--- config.mk ---
export PLATFORM = sky130hd
export DESIGN_NAME = clkdiv_prog
export DESIGN_NICKNAME = d
export VERILOG_FILES = /design/src/rtl/clkdiv_prog.sv
export SDC_FILE = /design/constraint.sdc
export NUM_CORES = 1
export LEC_CHECK = 0
export BUFFER_PORTS_ARGS = -buffer_cell sky130_fd_sc_hd__buf_4
export CAP_MARGIN = 20
export CELL_PAD_IN_SITES_DETAIL_PLACEMENT = 1
export CELL_PAD_IN_SITES_GLOBAL_PLACEMENT = 1
export CORE_ASPECT_RATIO = 1.25
export CORE_MARGIN = 2
export CORE_UTILIZATION = 50
export CTS_CLUSTER_SIZE = 12
export DETAILED_ROUTE_END_ITERATION = 8
export HOLD_SLACK_MARGIN = 0.03
export PLACE_DENSITY_LB_ADDON = 0.3
export SLEW_MARGIN = 20
export SYNTH_ARGS = -nofsm -noshare
export SYNTH_HDL_FRONTEND = slang
export SYNTH_SLANG_ARGS = --single-unit
--- constraint.sdc ---
create_clock -name clk -period 8.2 [get_ports clk]
set_input_delay 2.05 -clock clk [delete_from_list [all_inputs] [get_ports clk]]
set_output_delay 2.05 -clock clk [all_outputs]
set_load 0.01 [all_outputs]
--- src/rtl/clkdiv_prog.sv ---
// clkdiv_prog: multi-channel programmable clock divider with per-channel
// glitch-free divisor updates; defining CLKDIV_SYNC_EN adds the sync input.
module clkdiv_prog #(
  parameter int CH       = 2,
  parameter int WIDTH    = 26,
  parameter int DEF_DIV  = 25000000,
  localparam int CW      = (CH > 1) ? $clog2(CH) : 1
) (
  input  logic             clk,
  input  logic             rst,
  input  logic [CH-1:0]    en,
  input  logic             cfg_valid,
  output logic             cfg_ready,
  input  logic [CW-1:0]    cfg_ch,
  input  logic [WIDTH-1:0] cfg_div,
`ifdef CLKDIV_SYNC_EN
  input  logic             sync,
`endif
  output logic [CH-1:0]    clk_slow,
  output logic [CH-1:0]    tick
);

  localparam int NP = 1 << CW;
  localparam logic [WIDTH-1:0] ZERO_W = WIDTH'(1'b0);
  localparam logic [WIDTH-1:0] ONE_W  = WIDTH'(1'b1);
  localparam logic [WIDTH-1:0] DEF_W  = WIDTH'(DEF_DIV);

  logic [WIDTH-1:0] cnt_r      [CH];
  logic [WIDTH-1:0] div_cur_r  [CH];
  logic [WIDTH-1:0] div_pend_r [CH];
  logic [CH-1:0]    pending_r;
  logic [CH-1:0]    clk_slow_r;
  logic [CH-1:0]    tick_r;
  logic [CH-1:0]    comp_s;
  logic [CH-1:0]    clear_s;
  logic [CH-1:0]    apply_s;
  logic [CH-1:0]    wr_s;
  logic [NP-1:0]    pend_pad_s;
  logic [WIDTH-1:0] div_eff_s;
  logic             xfer_s;

  // Ready drops only while the addressed channel holds an unapplied update;
  // out-of-range channels read as zero-padded and are always ready.
  always_comb begin
    pend_pad_s = NP'(pending_r);
    cfg_ready  = ~pend_pad_s[cfg_ch];
  end

  // Wrap detection, config decode and update-apply qualification per channel
  always_comb begin
    xfer_s    = cfg_valid & cfg_ready;
    div_eff_s = (cfg_div == ZERO_W) ? ONE_W : cfg_div;
    comp_s    = {CH{1'b0}};
    clear_s   = {CH{1'b0}};
    apply_s   = {CH{1'b0}};
    wr_s      = {CH{1'b0}};
    for (int i = 0; i < CH; i++) begin
      comp_s[i]  = en[i] & (cnt_r[i] == (div_cur_r[i] - ONE_W));
`ifdef CLKDIV_SYNC_EN
      clear_s[i] = sync | ~en[i];
`else
      clear_s[i] = ~en[i];
`endif
      // pending_r is sampled before any same-cycle write, so a transfer that
      // lands on a wrap waits for the following wrap
      apply_s[i] = pending_r[i] & (clear_s[i] | comp_s[i]);
      wr_s[i]    = xfer_s & (32'(cfg_ch) == i);
    end
  end

  // Channel counters, output levels and divisor/pending registers
  always_ff @(posedge clk or posedge rst) begin
    if (rst) begin
      for (int i = 0; i < CH; i++) begin
        cnt_r[i]      <= ZERO_W;
        div_cur_r[i]  <= DEF_W;
        div_pend_r[i] <= DEF_W;
      end
      pending_r  <= {CH{1'b0}};
      clk_slow_r <= {CH{1'b0}};
      tick_r     <= {CH{1'b0}};
    end else begin
      for (int i = 0; i < CH; i++) begin
        if (clear_s[i]) begin
          cnt_r[i]      <= ZERO_W;
          clk_slow_r[i] <= 1'b0;
          tick_r[i]     <= 1'b0;
        end else if (comp_s[i]) begin
          cnt_r[i]      <= ZERO_W;
          clk_slow_r[i] <= ~clk_slow_r[i];
          tick_r[i]     <= 1'b1;
        end else begin
          cnt_r[i]      <= cnt_r[i] + ONE_W;
          tick_r[i]     <= 1'b0;
        end
        if (apply_s[i]) begin
          div_cur_r[i] <= div_pend_r[i];
        end
        if (wr_s[i]) begin
          div_pend_r[i] <= div_eff_s;
          pending_r[i]  <= 1'b1;
        end else if (apply_s[i]) begin
          pending_r[i]  <= 1'b0;
        end
      end
    end
  end

  assign clk_slow = clk_slow_r;
  assign tick     = tick_r;

endmodule
After elaboration in Yosys (flattened, before gate mapping)
Index checks and enable logic that the tools add are counted.
{"block": "totals", "regBits": 162, "output_inout_bits": 5, "in_bits": 32}
{"block": "classes", "n_bitwise": 15, "eq_ne": 4, "magnitude_cmp": 1, "reduce_logical": 3, "addsub": 4, "n_mux": 19}
{"operator": "26-bit two-way mux", "count": 5}
{"operator": "26-bit by 1-bit adder with 26-bit output (second input constant)", "count": 2}
{"operator": "26-bit == test", "count": 2}
{"operator": "26-bit by 1-bit subtractor with 26-bit output (second input constant)", "count": 2}
{"operator": "26-bit logical NOT", "count": 1}
{"operator": "1-bit two-way mux", "count": 14}
{"operator": "1-bit AND", "count": 7}
{"operator": "1-bit inverter", "count": 6}
{"operator": "2-bit by 1-bit != test with 1-bit output (second input constant)", "count": 2}
{"operator": "2-bit nonzero test", "count": 2}
{"operator": "1-bit by 2-bit < comparator with 1-bit output (second input constant)", "count": 1}
{"operator": "1-bit OR", "count": 2}

Longest topological paths before layout
{"block": "depth", "word_depth": 7, "mapped_depth": 10}

Worst setup path after synthesis
Ideal clock, no wire load.
{"block": "synth_path", "kind": "input -> output", "from": "input port cfg_ch", "to": "output port cfg_ready", "stages": 1, "path_buffers": 0, "t_arrival_ps": 2308, "path_slack_ps": 3842, "path_cell_list": "mux2i_1"}
{"block": "synth_between", "elab_chain_cells": 3}
{"item": "from (decl)", "line_no": "14", "rtl": "input logic [CW-1:0] cfg_ch,"}
{"item": "1-bit two-way mux (implied by the code) (2 in a row)", "line_no": "46", "rtl": "cfg_ready = ~pend_pad_s[cfg_ch];"}
{"item": "1-bit inverter", "line_no": "46"}
{"item": "to (decl)", "line_no": "13", "rtl": "output logic cfg_ready,"}
No other way between the ends. The select of a mux whose other input is x is not followed.

Worst setup path in the final report
Ends and elaborated chain as after synthesis.

==> flow_metrics.env <==
export IMPL_status="completed"
export IMPL_syn_num_nets=933
export IMPL_initial_core_util=0.512
export IMPL_yosys_area_top_type="dfrtp_1"
export IMPL_path_cells="buf_4 -> mux2i_1 -> buf_4"
export IMPL_hold_buffers=0
export IMPL_synth_avg_cell_area_um2=10.4
export IMPL_final_util=0.571
export IMPL_whs_ns=0.511
export IMPL_synth_seq_cells=162
export IMPL_yosys_warnings=0
export IMPL_peakVddDrop_uv=164
export IMPL_cts_setup_buffers=0
export IMPL_root_buffer="clkbuf_16"
export IMPL_fin_area_mm2=0.0104
export IMPL_port_buffers=36
export IMPL_tightest_slew_ns=1.06
export IMPL_synthCells=897
export IMPL_crit_type="input pin to primary output"
export IMPL_grt_pass1_vias=7596
export IMPL_dr_total_vias=7105
export IMPL_maxCapViolations=0
export IMPL_dp_hpwl_um=17700
export IMPL_power_density_mw_per_mm2=262
export IMPL_area_growth_pct=11.4
export IMPL_rsz0062_at_grt="false"
export IMPL_timing_fmax_mhz=221
export IMPL_cp_slowest_stage_delay_ns=0.18
export IMPL_post_cts_resized=0
export IMPL_grt_max_degree=91
export IMPL_grt_first_pass_wirelength_um=41700
export IMPL_gr_total_overflow=0
export IMPL_yosysUniqueCellTypes=72
export IMPL_setup_viol=0
export IMPL_crit_slowest_cell="mux2i_1"
export IMPL_synth_flop_cell="dfrtp_1"
export IMPL_io_pins=37
export IMPL_finalSetupTns_ns=0
export IMPL_crit_top_cell="buf_4"
export IMPL_cts_sinks=162
export IMPL_die_h_um=157
export IMPL_dr_pass1_iters=4
export IMPL_period_share=0.552
export IMPL_wirelength_um=25400
export IMPL_finalPower_uw=2730
export IMPL_ys_async_sr_fraction=1.00
export IMPL_cts_tree="yes"
export IMPL_synthTopCellsByCount="dfrtp_1 (114), xnor2_1 (68), nor2_1 (61)"
export IMPL_synth_most_common_cell="dfrtp_1"
export IMPL_rrSetupSlack_ns=3.95
export IMPL_cts_max_level=4
export IMPL_p_leak_uw=0.00414
export IMPL_first_iter_violations=363
export IMPL_endpoint_kind="primary output"
export IMPL_worst_setup_path_start_kind="input pin"
export IMPL_clock_tree_buffer_depth=2
export IMPL_cts_made_buffers=17
export IMPL_yosys_top_cells_area="dfrtp_1 (31%), dfstp_2 (13%), mux2_2 (6.7%)"
export IMPL_drc=0
export IMPL_n_antenna_cell=0
export IMPL_fp_dieArea_mm2=0.0198
export IMPL_yosysTopAreaCellShare=0.305
export IMPL_drive_gt1_frac=0.240
export IMPL_hp_class="register to register"
export IMPL_die_w_um=126
export IMPL_critPathRequiredTime_ns=6.15
export IMPL_fill_cells=1948
export IMPL_viasPerCell=6.15
export IMPL_slew_viol_final=0
export IMPL_critPathMaxFanout=3
export IMPL_seq_area_frac_synth=0.440
export IMPL_ant_nets=0
export IMPL_grt_use_total=0.266
export IMPL_place_area_mm2=0.00979
export IMPL_timing_hold_violations_final=0
export IMPL_fin_skew_ns=0.0142
export IMPL_clk_pin_slew_ns=0.08
export IMPL_clk_latency_ns=0.44
export IMPL_wl_per_cell_um=21.9
export IMPL_rows=55
export IMPL_core_area_mm2=0.0182
export IMPL_num_nets_final=951
export IMPL_synth_area_mm2=0.00934
export IMPL_relSlewSlack=0.277
export IMPL_finalCriticalPeriod_ns=4.53
export IMPL_gp_congestion=0.847
export IMPL_arrival_ns=2.48
export IMPL_antenna_found_initial=0
export IMPL_synth_edf_count=0
[cells by family after synthesis]
kind of cell | after synthesis | share of synthesized area
DFF | 162 | 0.440
muxes | 80 | 0.104
and+or+nand+nor | 349 | 0.209
buffers and inverters | 64 | 0.0295
xor gates and xnor gates | 113 | 0.106
AOI/OAI and AO/OA | 125 | 0.106
adders and majority gates | 4 | 0.00536
[registers in the layout (all words and copies together), names as in the netlist]
register	count
cnt_r	52
clk_slow	2
div_cur_r	52
pend_pad_s	2
tick	2
div_pend_r	52
[worst paths after layout]
path	startpoint	to	cells after the start
max	cfg_ch	cfg_ready	3
min	cnt_r[0]	cnt_r[0]	1
max reg2reg	div_cur_r[0]	div_cur_r[9]	9
min reg2reg	cnt_r[0]	cnt_r[0]	1
max in group asynchronous	rst	cnt_r[33]	3
min in group asynchronous	rst	div_pend_r[26]	2
[placed cells by master, fill, tap and decap left out, types with 5 or more instances in the layout]
cell type	instances
nor2b_1	7
nor3_1	21
and2_1	28
or4_1	9
nor4_1	18
a211oi_1	5
xnor2_1	68
nand4_1	17
dfrtp_1	114
dfstp_2	48
a21oi_1	10
clkinv_8	5
nand2_1	60
mux2_4	20
inv_6	5
nor3b_1	7
o311ai_0	23
and3_1	14
or3_1	7
clkbuf_16	17
buf_4	44
nand2b_1	32
inv_1	17
nor2_1	61
and4_1	8
xor2_1	45
nand3_1	35
o21ai_0	5
o211ai_1	32
mux2_2	56
[metal layers]
| layer | part of all wire | up-vias | track usage |
|---|---|---|---|
| li1 | - | 3287 | - |
| met1 | 0.41 | 3645 | 0.320 |
| met2 | 0.52 | 120 | 0.480 |
| met3 | 0.022 | 53 | 0.0373 |
| met4 | 0.042 | 0 | 0.106 |
| met5 | 0 | - | 0 |
[cell type report]
type | count | area, um^2 | area share
timing repair buffer | 45 | 345 | 0.0332
tap | 228 | 285 | 0.0274
clock inverter | 15 | 196 | 0.0189
sequential | 162 | 4110 | 0.395
clock buffer | 17 | 425 | 0.0409
inverter | 18 | 72.6 | 0.00697
multi-input combinational | 671 | 4970 | 0.477
[stage by stage]
step / cells / setup WS [ns]
6_report: 1156 / 3.67
5_1_grt: 1156 / 3.65
4_1_cts: 1156 / 3.67
3_5_place_dp: 1124 / 3.68
3_3_place_gp: 1123 / 3.68
2_1_floorplan: 897 / 1.85
[power breakdown]
part | internal (uW) | total (uW) | switching [uW] | leakage (uW)
registers | 999 | 1260 | 262 | 0.00195
clock network | 421 | 828 | 407 | 0.000300
logic | 326 | 642 | 316 | 0.00189
[worst max-delay path: cells and delay by family]
family / cells / cell delay (ns)
mux: 1 / 0.18
buf+inv: 2 / 0.24
(Power assumes the default switching activity.)
